$ cat src/rtl/spi_tx_arbiter_pkg.sv
// rtl/spi_tx_arbiter_pkg.sv - shared types and width helpers for the SPI transmit arbiter
package spi_tx_arbiter_pkg;

  typedef logic [31:0] data_t;

  typedef struct packed {
    logic [10:0] x;
    logic [9:0]  y;
  } location_t;

  typedef enum logic [2:0] {
    IDLE,
    LAUNCH,
    WAIT_START,
    WAIT_DONE,
    GAP
  } arb_state_t;

  function automatic int id_width(input int num_req);
    return (num_req > 1) ? $clog2(num_req) : 1;
  endfunction

  function automatic int frame_width(input int num_req, input int payload_width);
    return id_width(num_req) + payload_width;
  endfunction

endpackage

$ cat src/rtl/spi_tx_arbiter_spi_tx.sv
// rtl/spi_tx_arbiter_spi_tx.sv - MSB-first SPI transmitter, data changes on the falling serial clock edge
module spi_tx #(
  parameter int DATA_WIDTH  = 8,
  parameter int DATA_PERIOD = 100
) (
  input  logic                  clk_in,
  input  logic                  rst_in,
  input  logic [DATA_WIDTH-1:0] data_in,
  input  logic                  trigger_in,
  output logic                  data_out,
  output logic                  data_clk_out,
  output logic                  sel_out
);

  localparam int HALF   = (DATA_PERIOD / 2 > 0) ? DATA_PERIOD / 2 : 1;
  localparam int HALF_W = (HALF > 1) ? $clog2(HALF) : 1;
  localparam int BIT_W  = (DATA_WIDTH > 1) ? $clog2(DATA_WIDTH) : 1;

  logic [DATA_WIDTH-1:0] shift;
  logic [HALF_W-1:0]     half_cnt;
  logic [BIT_W-1:0]      bit_cnt;

  // The bit on the wire is always the top of the shift register.
  assign data_out = shift[DATA_WIDTH-1];

  always_ff @(posedge clk_in) begin
    if (rst_in) begin
      sel_out      <= 1'b1;
      data_clk_out <= 1'b0;
      shift        <= '0;
      half_cnt     <= '0;
      bit_cnt      <= '0;
    end else if (sel_out) begin
      if (trigger_in) begin
        sel_out      <= 1'b0;
        shift        <= data_in;
        half_cnt     <= '0;
        bit_cnt      <= '0;
        data_clk_out <= 1'b0;
      end
    end else if (half_cnt != HALF_W'(HALF - 1)) begin
      half_cnt <= half_cnt + 1'b1;
    end else begin
      half_cnt <= '0;
      if (!data_clk_out) begin
        data_clk_out <= 1'b1;
      end else begin
        data_clk_out <= 1'b0;
        if (bit_cnt == BIT_W'(DATA_WIDTH - 1)) begin
          sel_out <= 1'b1;
          shift   <= '0;
        end else begin
          bit_cnt <= bit_cnt + 1'b1;
          shift   <= {shift[DATA_WIDTH-2:0], 1'b0};
        end
      end
    end
  end

endmodule

$ cat src/rtl/spi_tx_arbiter.sv
// rtl/spi_tx_arbiter.sv - round-robin arbiter that serialises one requester frame at a time over spi_tx
module spi_tx_arbiter
  import spi_tx_arbiter_pkg::*;
#(
  parameter int  NUM_REQ        = 2,
  parameter int  PAYLOAD_WIDTH  = 32,
  parameter int  DATA_PERIOD    = 100,
  parameter int  GAP_CYCLES     = 16,
  parameter int  TIMEOUT_CYCLES = 8192,
  localparam int ID_W           = id_width(NUM_REQ),
  localparam int FRAME_W        = frame_width(NUM_REQ, PAYLOAD_WIDTH)
) (
  input  logic                                   clk_pixel_in,
  input  logic                                   rst_in,
  input  logic [NUM_REQ-1:0]                     req_valid_in,
  input  logic [NUM_REQ-1:0][PAYLOAD_WIDTH-1:0]  req_data_in,
  output logic [NUM_REQ-1:0]                     req_ready_out,
  output logic                                   data_out,
  output logic                                   data_clk_out,
  output logic                                   sel_out,
  output logic                                   busy_out,
  output logic [ID_W-1:0]                        grant_id_out,
  output logic                                   timeout_out
);

  localparam int WD_W  = $clog2(TIMEOUT_CYCLES + 1);
  localparam int GAP_W = (GAP_CYCLES > 1) ? $clog2(GAP_CYCLES + 1) : 1;

  arb_state_t         state;
  logic [ID_W-1:0]    last_grant;
  logic [FRAME_W-1:0] frame;
  logic               trigger;
  logic [WD_W-1:0]    wd_cnt;
  logic [GAP_W-1:0]   gap_cnt;
  logic               any_req;
  logic [ID_W-1:0]    pick;
  logic [ID_W-1:0]    cand;
  logic               spi_rst;

  // Walk from the farthest candidate to the nearest so the nearest valid one wins.
  always_comb begin
    any_req = 1'b0;
    pick    = '0;
    cand    = '0;
    for (int i = NUM_REQ; i >= 1; i--) begin
      cand = ID_W'((int'(last_grant) + i) % NUM_REQ);
      if (req_valid_in[cand]) begin
        any_req = 1'b1;
        pick    = cand;
      end
    end
  end

  always_ff @(posedge clk_pixel_in) begin
    if (rst_in) begin
      state         <= IDLE;
      last_grant    <= ID_W'(NUM_REQ - 1);
      grant_id_out  <= '0;
      req_ready_out <= '0;
      busy_out      <= 1'b0;
      timeout_out   <= 1'b0;
      trigger       <= 1'b0;
      frame         <= '0;
      wd_cnt        <= '0;
      gap_cnt       <= '0;
    end else begin
      req_ready_out <= '0;
      timeout_out   <= 1'b0;
      trigger       <= 1'b0;
      case (state)
        IDLE: begin
          if (any_req) begin
            frame               <= {pick, req_data_in[pick]};
            req_ready_out[pick] <= 1'b1;
            grant_id_out        <= pick;
            last_grant          <= pick;
            trigger             <= 1'b1;
            busy_out            <= 1'b1;
            state               <= LAUNCH;
          end
        end
        LAUNCH: begin
          wd_cnt <= '0;
          state  <= WAIT_START;
        end
        WAIT_START, WAIT_DONE: begin
          wd_cnt <= wd_cnt + 1'b1;
          // Watchdog wins over a same-cycle completion; both lead to GAP anyway.
          if (wd_cnt == WD_W'(TIMEOUT_CYCLES - 1)) begin
            timeout_out <= 1'b1;
            gap_cnt     <= '0;
            state       <= GAP;
          end else if (state == WAIT_START && !sel_out) begin
            state <= WAIT_DONE;
          end else if (state == WAIT_DONE && sel_out) begin
            gap_cnt <= '0;
            state   <= GAP;
          end
        end
        GAP: begin
          if (GAP_CYCLES <= 1 || gap_cnt == GAP_W'(GAP_CYCLES - 1)) begin
            busy_out <= 1'b0;
            state    <= IDLE;
          end else begin
            gap_cnt <= gap_cnt + 1'b1;
          end
        end
        default: begin
          busy_out <= 1'b0;
          state    <= IDLE;
        end
      endcase
    end
  end

  // A watchdog abort also resets the shifter so the wire goes quiet during GAP.
  assign spi_rst = rst_in | timeout_out;

  spi_tx #(
    .DATA_WIDTH  (FRAME_W),
    .DATA_PERIOD (DATA_PERIOD)
  ) u_spi_tx (
    .clk_in       (clk_pixel_in),
    .rst_in       (spi_rst),
    .data_in      (frame),
    .trigger_in   (trigger),
    .data_out     (data_out),
    .data_clk_out (data_clk_out),
    .sel_out      (sel_out)
  );

endmodule

$ cat config.mk
export PLATFORM = sky130hd
export DESIGN_NAME = spi_tx_arbiter
export DESIGN_NICKNAME = d
export VERILOG_FILES = /design/src/rtl/spi_tx_arbiter_pkg.sv /design/src/rtl/spi_tx_arbiter_spi_tx.sv /design/src/rtl/spi_tx_arbiter.sv
export SDC_FILE = /design/constraint.sdc
export NUM_CORES = 1
export LEC_CHECK = 0
export ABC_AREA = 1
export CORE_ASPECT_RATIO = 1.2
export CORE_MARGIN = 2
export CORE_UTILIZATION = 50
export CTS_CLUSTER_DIAMETER = 120
export CTS_CLUSTER_SIZE = 28
export DETAILED_ROUTE_END_ITERATION = 8
export HOLD_SLACK_MARGIN = 0.05
export PLACE_DENSITY_LB_ADDON = 0.15
export SLEW_MARGIN = 10
export SYNTH_ARGS = -nofsm -noshare
export SYNTH_HDL_FRONTEND = slang
export SYNTH_HIERARCHICAL = 1
export SYNTH_SLANG_ARGS = --single-unit
$ cat constraint.sdc
create_clock -name clk_pixel_in -period 2.4 [get_ports clk_pixel_in]
set_clock_uncertainty 0.15 [all_clocks]
set_input_delay 0.36 -clock clk_pixel_in [delete_from_list [all_inputs] [get_ports clk_pixel_in]]
set_output_delay 0.36 -clock clk_pixel_in [all_outputs]
set_load 0.03 [all_outputs]
==> flow_summary.toml <==
[synthesis]
synth_most_common_cell = "nand2_1"
synth_edf_count = 0
ys_warn_count = 6
synth_top_area_share_pct = 41.7
async_flop_share_pct = 0
avgSynthCellArea_um2 = 6.83
yosys-top-cells-area = "dfxtp_1, nand2_1, nor2_1"
yosysUniqueCellTypes = 37
seq_area_frac_synth_pct = 41.7
synth_commonest_cells = "nand2_1, dfxtp_1, nor2_1"
synth_nets = 834
syn_inst = 759
netlist_area_um2 = 5190
synth_seq_cells = 108
yosys.area.top_type = "dfxtp_1"
yosys_most_used_dff = "dfxtp_1"

[timing]
hold_viol = 0
period_needed_ns = 1.96
tightestPinTransition_ns = 0.546
max-slew-margin-rel_pct = 63.6
setup_tns_ns = 0
fmax_mhz = 510
final-setup-viol-count = 0
fin_crit_sh_pct = 81.7
final_max_slew_viol_count = 0
rsz0062_at_grt = "no"

[clocking]
cts_resized = 0
clock_latency_ns = 0.34
cts_setup_buffers = 0
root_buffer = "clkbuf_16"
ctsHoldBuffers = 0
cts.sinks = 108
cts_tree = "built"
h-tree-depth = 3
clockBufferDepth = 2
clk_pin_slew_ns = 0.07
cts_buffers = 9

[critical_path]
crit_path_top_delay_cell = "clkdlybuf4s50_1"
path_max_fanout = 3
cp_slowest_stage_delay_ns = 0.70
critPathTopFamily = "buffers and inverters"
rr_worst_depth = 8
crit_required_ns = 1.89
rr_endpoint = "gap_cnt[3]$_SDFFE_PP0P_"
path_buf_inv = 1
rrSetupSlack_ns = 0.53
crit_chain = "clkdlybuf4s50_1"
crit_type = "flop to primary output"
crit_arrival_ns = 1.45
startpoint_type = "flop"
r2r-start = "wd_cnt[0]$_SDFFE_PP0P_"
endpoint_kind = "primary output"

[layout]
diodes = 0
nets = 890
layoutNonFillerInstCount = 946
area_delta_synth_final_pct = 21.1
layout-drive-gt1-share_pct = 5.73

[grt]
grt-ovfl-total = 0
grt_use_total_pct = 21.5
antenna_found_initial = 0
grt_pass1_vias = 4687
grt_max_degree = 66
grt_pass1_wl_um = 20400

[placed_design]
dp.cells = 930
port_buffers = 75
routabilityCongestion = 0.836
dp_hpwl_um = 7990

[flow_run]
drv_cap = 0

[pwr]
power_leakage_nw = 2.62
power_density_nw_per_um2 = 1030
ir_drop_mv = 0.722

[worst_hold_path]
min_from = "last_grant$_SDFFE_PP1N_"
hold_class = "flop to flop"
hold_depth = 2
hold_end = "last_grant$_SDFFE_PP1N_"

[floorplanning]
boundaryPins = 76
die_y_um = 116
start_util_pct = 51.6
fp.dieW_um = 97.0
num_rows = 40
core_area_um2 = 10100
dieArea_um2 = 11200

[routing]
ant_nets = 0
drt-pass1-iter-count = 4
finalWirelength_um = 12100
remaining_drc_errors = 0
viasPerCell = 5.32
wire_per_inst_um = 12.8
num_vias = 5035
drt-initial-drc-count = 196

[outcome]
outcome = "finished, final reports clean"
[flip-flops by register name, summed over array words and instances (netlist names)]
register	flops
u_spi_tx/sel_out	1
u_spi_tx/bit_cnt	6
busy_out	1
u_spi_tx/shift	33
last_grant	1
grant_id_out	1
timeout_out	1
u_spi_tx/half_cnt	6
state	3
u_spi_tx/data_clk_out	1
gap_cnt	5
frame	32
trigger	1
wd_cnt	14
req_ready_out	2
[through the flow]
stage	setup WS [ns]	area [µm²]	hold WS [ns]	total power [mW]	utilization, %
final	0.439	6280	0.316	6.48	62.4
after global routing	0.363	6280	0.347	6.97	62.4
after CTS	0.439	6280	0.319	6.50	62.4
after detailed placement	0.324	5990	0.301	5.01	59.5
after global placement	0.368	5990	0.296	4.95	59.5
after floorplan	0.695	5190	0.279	4.45	-
[power by group]
group          switching [mW]  total [mW]  internal [mW]  leakage, nW
clock network           0.657        1.47          0.814        0.140
registers               0.313        2.65           2.33        0.887
logic                    1.52        2.36          0.838         1.59
total                    2.49        6.48           3.98         2.62
[logic make-up (layout without fill, tap and decap cells)]
kind of cell,count (synthesis),count (layout),synth area share (%)
compound gates,156,156,16.6
simple gates,397,397,32.1
flops,108,108,41.7
fa+ha+maj,7,7,1.69
buf+inv,90,151,7.74
xor+xnor,1,1,0.169
[layout by cell type, fill, tap and decap left out, types with 2 or more instances in the layout]
| master | synthesis | final |
|---|---|---|
| buf_12 | 0 | 2 |
| nand3_2 | 2 | 2 |
| a31oi_1 | 34 | 34 |
| inv_1 | 42 | 42 |
| nor3_1 | 5 | 5 |
| inv_2 | 5 | 5 |
| o22ai_1 | 2 | 2 |
| nand2_2 | 4 | 4 |
| a21oi_1 | 33 | 33 |
| nand3_1 | 61 | 61 |
| nand2_1 | 208 | 208 |
| o21ai_0 | 72 | 72 |
| nand4_1 | 8 | 8 |
| nor2_1 | 99 | 99 |
| ha_1 | 7 | 7 |
| clkbuf_16 | 0 | 9 |
| or2_2 | 2 | 2 |
| nor2_4 | 4 | 4 |
| dfxtp_1 | 108 | 108 |
| buf_4 | 1 | 11 |
| clkbuf_1 | 19 | 2 |
| clkdlybuf4s50_1 | 0 | 74 |
| a22oi_1 | 2 | 2 |
| o21ai_1 | 6 | 6 |
[how the worst max path moves through the flow]
stage,from,endpoint,slack [ns],depth (start not counted)
2_1_floorplan,gap_cnt[0]$_SDFFE_PP0P_,gap_cnt[3]$_SDFFE_PP0P_,0.70,9
3_3_place_gp,rst_in,u_spi_tx/half_cnt[2]$_SDFFE_PP0P_,0.37,6
3_5_place_dp,rst_in,u_spi_tx/shift[9]$_SDFFE_PP0P_,0.32,6
4_1_cts,grant_id_out$_SDFFE_PP0N_,grant_id_out,0.44,1
5_1_grt,wd_cnt[0]$_SDFFE_PP0P_,gap_cnt[3]$_SDFFE_PP0P_,0.36,8
6_report,grant_id_out$_SDFFE_PP0N_,grant_id_out,0.44,1
[final cells by class]
| type | count | area [µm²] |
|---|---|---|
| inverter | 48 | 180 |
| clock inverter | 5 | 60.1 |
| timing repair buffer | 87 | 863 |
| sequential | 108 | 2160 |
| clock buffer | 11 | 233 |
| fill | 923 | 3780 |
| multi-input combinational | 561 | 2620 |
| tap | 126 | 158 |
[per-layer routing]
metal | vias up | track usage [%] | wire [µm]
met5 | - | 0 | 0
met4 | 0 | 7.61 | 178
met3 | 15 | 2.53 | 415
met2 | 99 | 39.3 | 5860
met1 | 2301 | 26.3 | 5650
li1 | 2620 | - | -
(Power assumes the default switching activity.)
